<file path="src/rtl/force_ring_stop.sv">
// force_ring_stop: one ring stop of the force-return ring.
// Local neighbour-force packets queue in an injection FIFO and are merged onto
// a stallable ring. Ring packets addressed to this cell go to the force cache;
// others are forwarded with an incremented hop count, or dropped once the hop
// count reaches MAX_HOPS. A starvation counter forces injection when upstream
// traffic keeps the ring slot busy for too long.
//
// Handshakes: the injection port accepts a packet on any cycle where
// i_inj_valid && o_inj_ready. The ring uses valid/stall: a packet is taken
// on a cycle where valid is high and stall is low; while stall is high the
// sender holds the same packet. The cache port is valid-only and never stalls.
module force_ring_stop #(
  parameter int FORCE_W      = 96,
  parameter int PARID_W      = 8,
  parameter int GCID_W       = 2,
  parameter int GCELL_X      = 0,
  parameter int GCELL_Y      = 0,
  parameter int GCELL_Z      = 0,
  parameter int FIFO_DEPTH   = 8,
  parameter int HOP_W        = 6,
  parameter int MAX_HOPS     = 40,
  parameter int STARVE_LIMIT = 16
) (
  input  logic                          clk,
  input  logic                          rst,
  input  logic [FORCE_W-1:0]            i_inj_force,
  input  logic [PARID_W-1:0]            i_inj_parid,
  input  logic [3*GCID_W-1:0]           i_inj_gcid,
  input  logic                          i_inj_valid,
  output logic                          o_inj_ready,
  input  logic [FORCE_W-1:0]            i_ring_force,
  input  logic [PARID_W-1:0]            i_ring_parid,
  input  logic [3*GCID_W-1:0]           i_ring_gcid,
  input  logic [HOP_W-1:0]              i_ring_hops,
  input  logic                          i_ring_valid,
  output logic                          o_ring_stall,
  output logic [FORCE_W-1:0]            o_ring_force,
  output logic [PARID_W-1:0]            o_ring_parid,
  output logic [3*GCID_W-1:0]           o_ring_gcid,
  output logic [HOP_W-1:0]              o_ring_hops,
  output logic                          o_ring_valid,
  input  logic                          i_ring_stall,
  output logic [FORCE_W-1:0]            o_cache_force,
  output logic [PARID_W-1:0]            o_cache_parid,
  output logic                          o_cache_valid,
  output logic                          o_fifo_empty,
  output logic                          o_fifo_full,
  output logic [$clog2(FIFO_DEPTH):0]   o_fifo_count,
  output logic                          o_drop_err,
  output logic                          o_ovf_err
);

  localparam int AW = $clog2(FIFO_DEPTH);
  localparam int CW = AW + 1;
  localparam int GW = 3 * GCID_W;
  localparam int SW = $clog2(STARVE_LIMIT + 1);
  localparam int PW = FORCE_W + PARID_W + GW;

  localparam logic [GW-1:0]    MY_GCID   = {GCID_W'(GCELL_X), GCID_W'(GCELL_Y), GCID_W'(GCELL_Z)};
  localparam logic [HOP_W:0]   HOP_LIMIT = (HOP_W + 1)'(MAX_HOPS);
  localparam logic [SW-1:0]    STARVE_MAX = SW'(STARVE_LIMIT);
  localparam logic [CW-1:0]    DEPTH_C   = CW'(FIFO_DEPTH);

  // Injection FIFO storage and bookkeeping
  logic [PW-1:0]  mem [FIFO_DEPTH];
  logic [AW-1:0]  wr_ptr;
  logic [AW-1:0]  rd_ptr;
  logic [CW-1:0]  count;
  logic [SW-1:0]  starve_cnt;

  logic [PW-1:0]      head;
  logic [FORCE_W-1:0] head_force;
  logic [PARID_W-1:0] head_parid;
  logic [GW-1:0]      head_gcid;
  logic               head_local;
  logic               fifo_empty;
  logic               fifo_full;
  logic               push;
  logic               pop;

  // Ring datapath decisions
  logic           in_match;
  logic [HOP_W:0] hops_next;
  logic           ttl_expired;
  logic           hold;
  logic           force_inj;
  logic           in_take;
  logic           ring_eject;
  logic           drop;
  logic           fwd;
  logic           pop_ring;
  logic           pop_local;

  assign fifo_empty = (count == '0);
  assign fifo_full  = (count == DEPTH_C);
  assign head       = mem[rd_ptr];
  assign head_force = head[PW-1 -: FORCE_W];
  assign head_parid = head[GW +: PARID_W];
  assign head_gcid  = head[GW-1:0];
  assign head_local = (head_gcid == MY_GCID);

  assign o_inj_ready  = !fifo_full && !rst;
  assign o_fifo_empty = fifo_empty;
  assign o_fifo_full  = fifo_full;
  assign o_fifo_count = count;

  assign push = i_inj_valid && o_inj_ready;
  assign pop  = pop_ring || pop_local;

  assign in_match    = (i_ring_gcid == MY_GCID);
  assign hops_next   = {1'b0, i_ring_hops} + {{HOP_W{1'b0}}, 1'b1};
  assign ttl_expired = (hops_next >= HOP_LIMIT);

  // A full, stalled output register freezes the whole stop.
  assign hold = i_ring_stall && o_ring_valid;

  // Forced injection stalls upstream for one cycle so a starved non-local
  // head can claim the slot that a forwarded packet would otherwise take.
  assign force_inj = (starve_cnt == STARVE_MAX) && !fifo_empty && !head_local &&
                     i_ring_valid && !in_match;

  assign o_ring_stall = hold || force_inj;
  assign in_take      = i_ring_valid && !o_ring_stall;

  // Per-cycle slot arbitration: ring ejection, TTL drop, forward, then FIFO.
  always_comb begin
    ring_eject = 1'b0;
    drop       = 1'b0;
    fwd        = 1'b0;
    pop_ring   = 1'b0;
    pop_local  = 1'b0;
    if (!hold) begin
      if (in_take && in_match) begin
        ring_eject = 1'b1;
      end else if (in_take && ttl_expired) begin
        drop = 1'b1;
      end else if (in_take) begin
        fwd = 1'b1;
      end
      if (!fwd && !fifo_empty && !head_local) begin
        pop_ring = 1'b1;
      end
      if (!ring_eject && !fifo_empty && head_local) begin
        pop_local = 1'b1;
      end
    end
  end

  // FIFO storage write; contents are don't-care until counted in.
  always_ff @(posedge clk) begin
    if (push) begin
      mem[wr_ptr] <= {i_inj_force, i_inj_parid, i_inj_gcid};
    end
  end

  // FIFO pointers and occupancy
  always_ff @(posedge clk) begin
    if (rst) begin
      wr_ptr <= '0;
      rd_ptr <= '0;
      count  <= '0;
    end else begin
      if (push) begin
        wr_ptr <= wr_ptr + 1'b1;
      end
      if (pop) begin
        rd_ptr <= rd_ptr + 1'b1;
      end
      count <= count + CW'(push) - CW'(pop);
    end
  end

  // Starvation counter: counts queued cycles without a pop, saturating.
  always_ff @(posedge clk) begin
    if (rst) begin
      starve_cnt <= '0;
    end else if (pop) begin
      starve_cnt <= '0;
    end else if (!fifo_empty && (starve_cnt != STARVE_MAX)) begin
      starve_cnt <= starve_cnt + 1'b1;
    end
  end

  // Ring output register: forward, inject the FIFO head, or go empty.
  always_ff @(posedge clk) begin
    if (rst) begin
      o_ring_valid <= 1'b0;
      o_ring_force <= '0;
      o_ring_parid <= '0;
      o_ring_gcid  <= '0;
      o_ring_hops  <= '0;
    end else if (!hold) begin
      if (fwd) begin
        o_ring_valid <= 1'b1;
        o_ring_force <= i_ring_force;
        o_ring_parid <= i_ring_parid;
        o_ring_gcid  <= i_ring_gcid;
        o_ring_hops  <= hops_next[HOP_W-1:0];
      end else if (pop_ring) begin
        o_ring_valid <= 1'b1;
        o_ring_force <= head_force;
        o_ring_parid <= head_parid;
        o_ring_gcid  <= head_gcid;
        o_ring_hops  <= '0;
      end else begin
        o_ring_valid <= 1'b0;
      end
    end
  end

  // Cache ejection register: ring packet wins, local FIFO head otherwise.
  always_ff @(posedge clk) begin
    if (rst) begin
      o_cache_valid <= 1'b0;
      o_cache_force <= '0;
      o_cache_parid <= '0;
    end else if (ring_eject) begin
      o_cache_valid <= 1'b1;
      o_cache_force <= i_ring_force;
      o_cache_parid <= i_ring_parid;
    end else if (pop_local) begin
      o_cache_valid <= 1'b1;
      o_cache_force <= head_force;
      o_cache_parid <= head_parid;
    end else begin
      o_cache_valid <= 1'b0;
    end
  end

  // Sticky error flags, cleared only by reset
  always_ff @(posedge clk) begin
    if (rst) begin
      o_drop_err <= 1'b0;
      o_ovf_err  <= 1'b0;
    end else begin
      if (drop) begin
        o_drop_err <= 1'b1;
      end
      if (i_inj_valid && fifo_full) begin
        o_ovf_err <= 1'b1;
      end
    end
  end

endmodule
</file>
<file path="config.mk">
export PLATFORM = sky130hd
export DESIGN_NAME = force_ring_stop
export DESIGN_NICKNAME = d
export VERILOG_FILES = /design/src/rtl/force_ring_stop.sv
export SDC_FILE = /design/constraint.sdc
export NUM_CORES = 1
export LEC_CHECK = 0
export CAP_MARGIN = 10
export CORE_ASPECT_RATIO = 0.9
export CORE_MARGIN = 4
export CORE_UTILIZATION = 30
export DETAILED_ROUTE_END_ITERATION = 12
export PLACE_DENSITY = 0.6
export SLEW_MARGIN = 20
export SYNTH_ARGS = -nofsm -noshare
export SYNTH_HDL_FRONTEND = slang
export SYNTH_SLANG_ARGS = --single-unit
</file>
<file path="constraint.sdc">
create_clock -name clk -period 18.6 [get_ports clk]
set_clock_uncertainty 0.05 [all_clocks]
set_input_delay 1.86 -clock clk [delete_from_list [all_inputs] [get_ports clk]]
set_output_delay 1.86 -clock clk [all_outputs]
set_load 0.02 [all_outputs]
</file>
======== After elaboration in Yosys (flattened, before gate mapping) ========
Memories as Yosys holds them, arrays and structs flattened. A register that Yosys moved wholly into a read port is not among the register bits.
Index checks and enable logic that the tools add are counted.
word-level totals
  output and inout bits ................... 232
  register bits ........................... 239
  memories ................................ 1
  bits of input ports ..................... 231
  bits in writable memories ............... 880
cells by class
  add/sub/neg operators ................... 6
  eq/ne operators ......................... 3
  multiplexer cells ....................... 35
  order comparisons ....................... 1
  reductions and logical operators ........ 33
  bitwise operators ....................... 1
memory list
  name  words  bits a word  read ports  clocked after memory_dff  wr ports  RTL line  RTL
  mem   8      110          1           1                         1         65        logic [PW-1:0] mem [FIFO_DEPTH];
operators by type and width
  kind                                                 number
  2-to-1 mux 96 bit                                    4
  2-to-1 mux 8 bit                                     4
  2-to-1 mux 6 bit                                     4
  2-to-1 mux 1 bit                                     21
  logical AND 1 bit                                    16
  zero test 6 bit                                      2
  zero test 1 bit                                      8
  adder 6 x 1 -> 7 bit, second input constant          1
  >= comparator 7 x 6 -> 1 bit, second input constant  1
  adder 3 x 1 -> 3 bit, second input constant          2
  2-to-1 mux 3 bit                                     2
  adder 5 x 1 -> 5 bit, second input constant          1
  == test 5 bit, second input constant                 1
  != test 5 bit, second input constant                 1
  adder 4 x 1 -> 4 bit                                 1
  == test 4 bit, second input constant                 1
  zero test 4 bit                                      1
  nonzero test 2 bit                                   2
  subtractor 4 x 1 -> 4 bit                            1
  logical OR 1 bit                                     2
  AND reduction 2 bit                                  1
  OR reduction 2 bit                                   1
  inverter 1 bit                                       1

======== Logic depth before layout (Yosys ltp) ========
  depth in word-level cells ............... 21
  mapped depth ............................ 14
  mapped depth without buffers ............ 14

======== Least setup slack after synthesis ========
Ideal clock, no wire load.
  path type ............................... input to register
  start ................................... input rst
  end ..................................... memory mem[0][0] (netlist name), enable pin
  arrival time ............................ 13.172 ns
  slack ................................... 4.528 ns
  buffers on the path ..................... 1
  stages on the path ...................... 4
  required time ........................... 17.700 ns
  library setup time ...................... 0.850 ns
  cell sequence ........................... clkbuf_1 nor2_1 nand2_1 nor4_1
on the way
  cells in the longest elaborated chain, start to end .. 5
ends and longest elaborated chain
  what                                    RTL line  RTL
  start: declaration                      25        input logic rst,
  zero test 1 bit                         102       assign o_inj_ready = !fifo_full && !rst;
  logical AND 1 bit                       102
  named net o_inj_ready                   30        output logic o_inj_ready,
  logical AND 1 bit                       107       assign push = i_inj_valid && o_inj_ready;
  2-to-1 mux 1 bit                        151       if (push) begin
  2-to-1 mux 1 bit (not written as such)  152       mem[wr_ptr] <= {i_inj_force, i_inj_parid, i_inj_gcid};
  end: declaration                        65
The timed path passes the listed nets, and every way through them passes these cells.

==> run_results.csv <==
group,metric,value,unit
run_status,outcome,"complete, no violations",
logic_synthesis,synth_commonest_cells,"880 x edfxtp_1, 425 x a21oi_1, 242 x dfxtp_1",
layout,drive_gt1_share,11.2,%
timing,tns,0,ns
clock_tree,clock-sinks,1122,
power_and_ir_drop,ir_worst_vdd,0.106,mV
timing,setup_viol,0,
timing,min_period_over_period,33.9,%
floorplanning,core,142000,um^2
clock_tree,insertion_delay,0.71,ns
power_and_ir_drop,p_total,7.43,mW
power_and_ir_drop,p_leak,16.6,nW
logic_synthesis,yosys-top-cells-area,"edfxtp_1 62%, dfxtp_1 11%, mux4_2 6.1%",
hold_path,hp-class,"flip-flop to flip-flop",
critical_path,path_delay_family,"multiplexers",
logic_synthesis,avgSynthCellArea,16.1,um^2
detailed_routing,drc,0,
detailed_routing,drt_iter0_drc,2263,
critical_path,crit_chain,"mux4_2 > mux2_2 > or4_1 > o21ai_0 > o21ai_0 > clkdlybuf4s50_1",
run,maxCapViolCount,0,
timing,finalHoldViolations,0,
clock_tree,post_cts_buffers,0,
layout,postLayoutCoreUtil,37.5,%
critical_path,cp_common_cell,"o21ai_0",
timing,worst_slack,12.29,ns
critical_path,critical_path_buf_inv_count,1,
critical_path,critPathMaxFanout,32,
clock_tree,clk_pin_slew,0.06,ns
logic_synthesis,yosysTopAreaCellShare,61.8,%
place,dp.cells,4824,
critical_path,worstPathArrival,4.40,ns
logic_synthesis,yosysUniqueCellTypes,53,
grt,first_global_vias,25608,
layout,nFillCells,13165,
place,place_congestion,0.760,
timing,tightest_slew,1.12,ns
floorplanning,row_count,131,
critical_path,required,16.69,ns
layout,nets,3322,
critical_path,end_kind,"output port",
detailed_routing,wire_per_inst,23.6,um
detailed_routing,dr.pass1.iters,5,
timing,fmax,159,MHz
clock_tree,cts-htree-levels,3,
place,post-place-ws,12.46,ns
logic_synthesis,ys_seq_elements,1122,
logic_synthesis,synth_area,42800,um^2
place,post-dp-hpwl,69500,um
layout,stdcell_count,5059,
logic_synthesis,yosys.area.top_type,"edfxtp_1",
grt,grt_pass1_wl,174000,um
logic_synthesis,synth_warnings,0,
critical_path,slowest_delay,0.81,ns
floorplanning,initial_core_util,30.2,%
grt,grt_max_degree,137,
floorplanning,io_pins,463,
grt,track_usage,15.7,%
logic_synthesis,seq_area_frac_synth,73.1,%
layout,area_growth,24.1,%
timing,timing.final.crit_period,6.31,ns
clock_tree,post_cts_resized,0,
detailed_routing,drt_wl_total,120000,um
floorplanning,die_area,149000,um^2
timing,slew_headroom,24.4,%
detailed_routing,dr_total_vias,25709,
timing,drv_slew,0,
hold_path,min_from,"o_drop_err",
logic_synthesis,synth_edf_count,880,
power_and_ir_drop,power_per_cell_area,140,nW/um^2
logic_synthesis,synth_most_common_cell,"edfxtp_1",
critical_path,start_kind,"flip-flop",
logic_synthesis,ys.flop_type,"edfxtp_1",
grt,antenna_found_initial,32,
detailed_routing,ant_nets,0,
clock_tree,cts_tree,"yes",
critical_path,slowest_stage,"dfxtp_4",
place,portBuffers,462,
clock_tree,ctsHoldBuffers,0,
logic_synthesis,synth_fp_nets,2901,
floorplanning,die_w,406,um
timing,rsz0062_at_grt,"false",
clock_tree,cts-buffers-inserted,115,
floorplanning,fp.dieH,366,um
detailed_routing,routed_via_density,5.08,
grt,globalRouteOverflowTotal,0,
logic_synthesis,synthesis.instances,2658,
clock_tree,root_buffer,"clkbuf_16",
clock_tree,cts_buffer_depth,3,
critical_path,criticalPathCategory,"flip-flop to output port",
logic_synthesis,async_flop_share,0,%
[sequential cells by signal (all words and copies together), names as in the netlist, named ones only]
name	flops
starve_cnt	5
o_ring_valid	1
o_ring_force	96
o_ring_parid	8
o_ring_hops	6
o_drop_err	1
rd_ptr	3
o_cache_force	96
o_cache_parid	8
o_ovf_err	1
o_ring_gcid	6
wr_ptr	3
o_fifo_count	4
o_cache_valid	1
mem	880
[worst register-to-register path: cells and delay by family (launching register included)]
family / cells / cell delay, ns
compound gates: 1 / 0.31
fa+ha+maj: 3 / 0.96
buf+inv: 1 / 0.05
flops: 1 / 0.81
mux: 2 / 0.98
simple gates: 3 / 1.66
[cell families (layout without fill, tap and decap cells)]
kind of cell    after synthesis  in the layout  synth area share (%)
simple gates                 87             87                  1.07
buf+inv                     217            735                  2.05
fa+ha+maj                    12             12                 0.368
flops                      1122           1122                  73.1
xor+xnor                     12             12                 0.246
other cells                   0             21                     0
mux                         335            335                  11.3
compound gates              873            873                  11.9
[power by group]
| part | switching, mW | total, mW | internal (mW) | leakage [nW] |
|---|---|---|---|---|
| Sequential | 0.129 | 3.02 | 2.89 | 9.93 |
| Combinational | 1.34 | 2.20 | 0.864 | 4.94 |
| Clock | 0.948 | 2.22 | 1.27 | 1.76 |
| Total | 2.41 | 7.43 | 5.02 | 16.6 |
[area by class of cell]
type	count	area (um^2)	share of cell area [%]
diodes	21	52.6	0.0989
clock buffers	159	3170	5.96
clock inverters	55	437	0.822
inverters	12	55.1	0.104
multi-input cells	1319	10800	20.3
flip-flops and latches	1122	31300	58.9
well taps	1862	2330	4.39
repair buffers	509	5030	9.47
[placed cells by master (no fill, tap or decap), types with 3 or more instances in the layout]
cell,netlist,routed
bufinv_16,0,6
buf_12,0,4
buf_4,7,43
mux2_2,9,9
nand3_1,12,12
clkinv_1,1,24
clkbuf_16,0,118
ha_1,11,11
clkbuf_8,0,6
inv_1,11,10
diode_2,0,21
xnor2_1,6,6
nor2_1,23,19
nor2b_1,5,4
o221ai_1,103,103
edfxtp_1,880,880
clkinv_2,0,17
dfxtp_1,242,240
nor2_4,0,4
o21ai_0,219,218
nand2_1,15,14
xor2_1,6,6
a21oi_1,425,424
clkbuf_1,148,35
a22oi_1,104,104
mux2i_1,210,210
or4_1,3,3
a221oi_1,6,6
mux4_2,116,116
nor3_1,10,6
nor3_2,1,5
nand2b_1,3,3
clkdlybuf4s50_1,0,462
clkinv_4,0,4
[stage by stage]
stage	hold WS, ns	cell area, um^2
floorplan	0.404	42800
global placement	0.388	49400
detailed placement	0.407	49400
CTS	0.423	53100
global route	0.454	53100
finish	0.420	53100
[metal layers]
metal / track usage, % / vias up / part of all wire, % / wire length (um)
li1: - / 11568 / - / -
met1: 21.0 / 13160 / 44 / 52400
met2: 24.5 / 766 / 46 / 55500
met3: 4.83 / 195 / 7.4 / 8850
met4: 4.44 / 20 / 2.3 / 2790
met5: 0 / - / 0.10 / 125
[final timing paths]
path | to | slack (ns) | depth (start not counted)
max reg2reg | o_fifo_count[1] | 13.66 | 10
max | o_ring_stall | 12.29 | 6
min reg2reg | o_drop_err | 0.42 | 2
min | o_drop_err | 0.42 | 2
(Power assumes the default switching activity.)
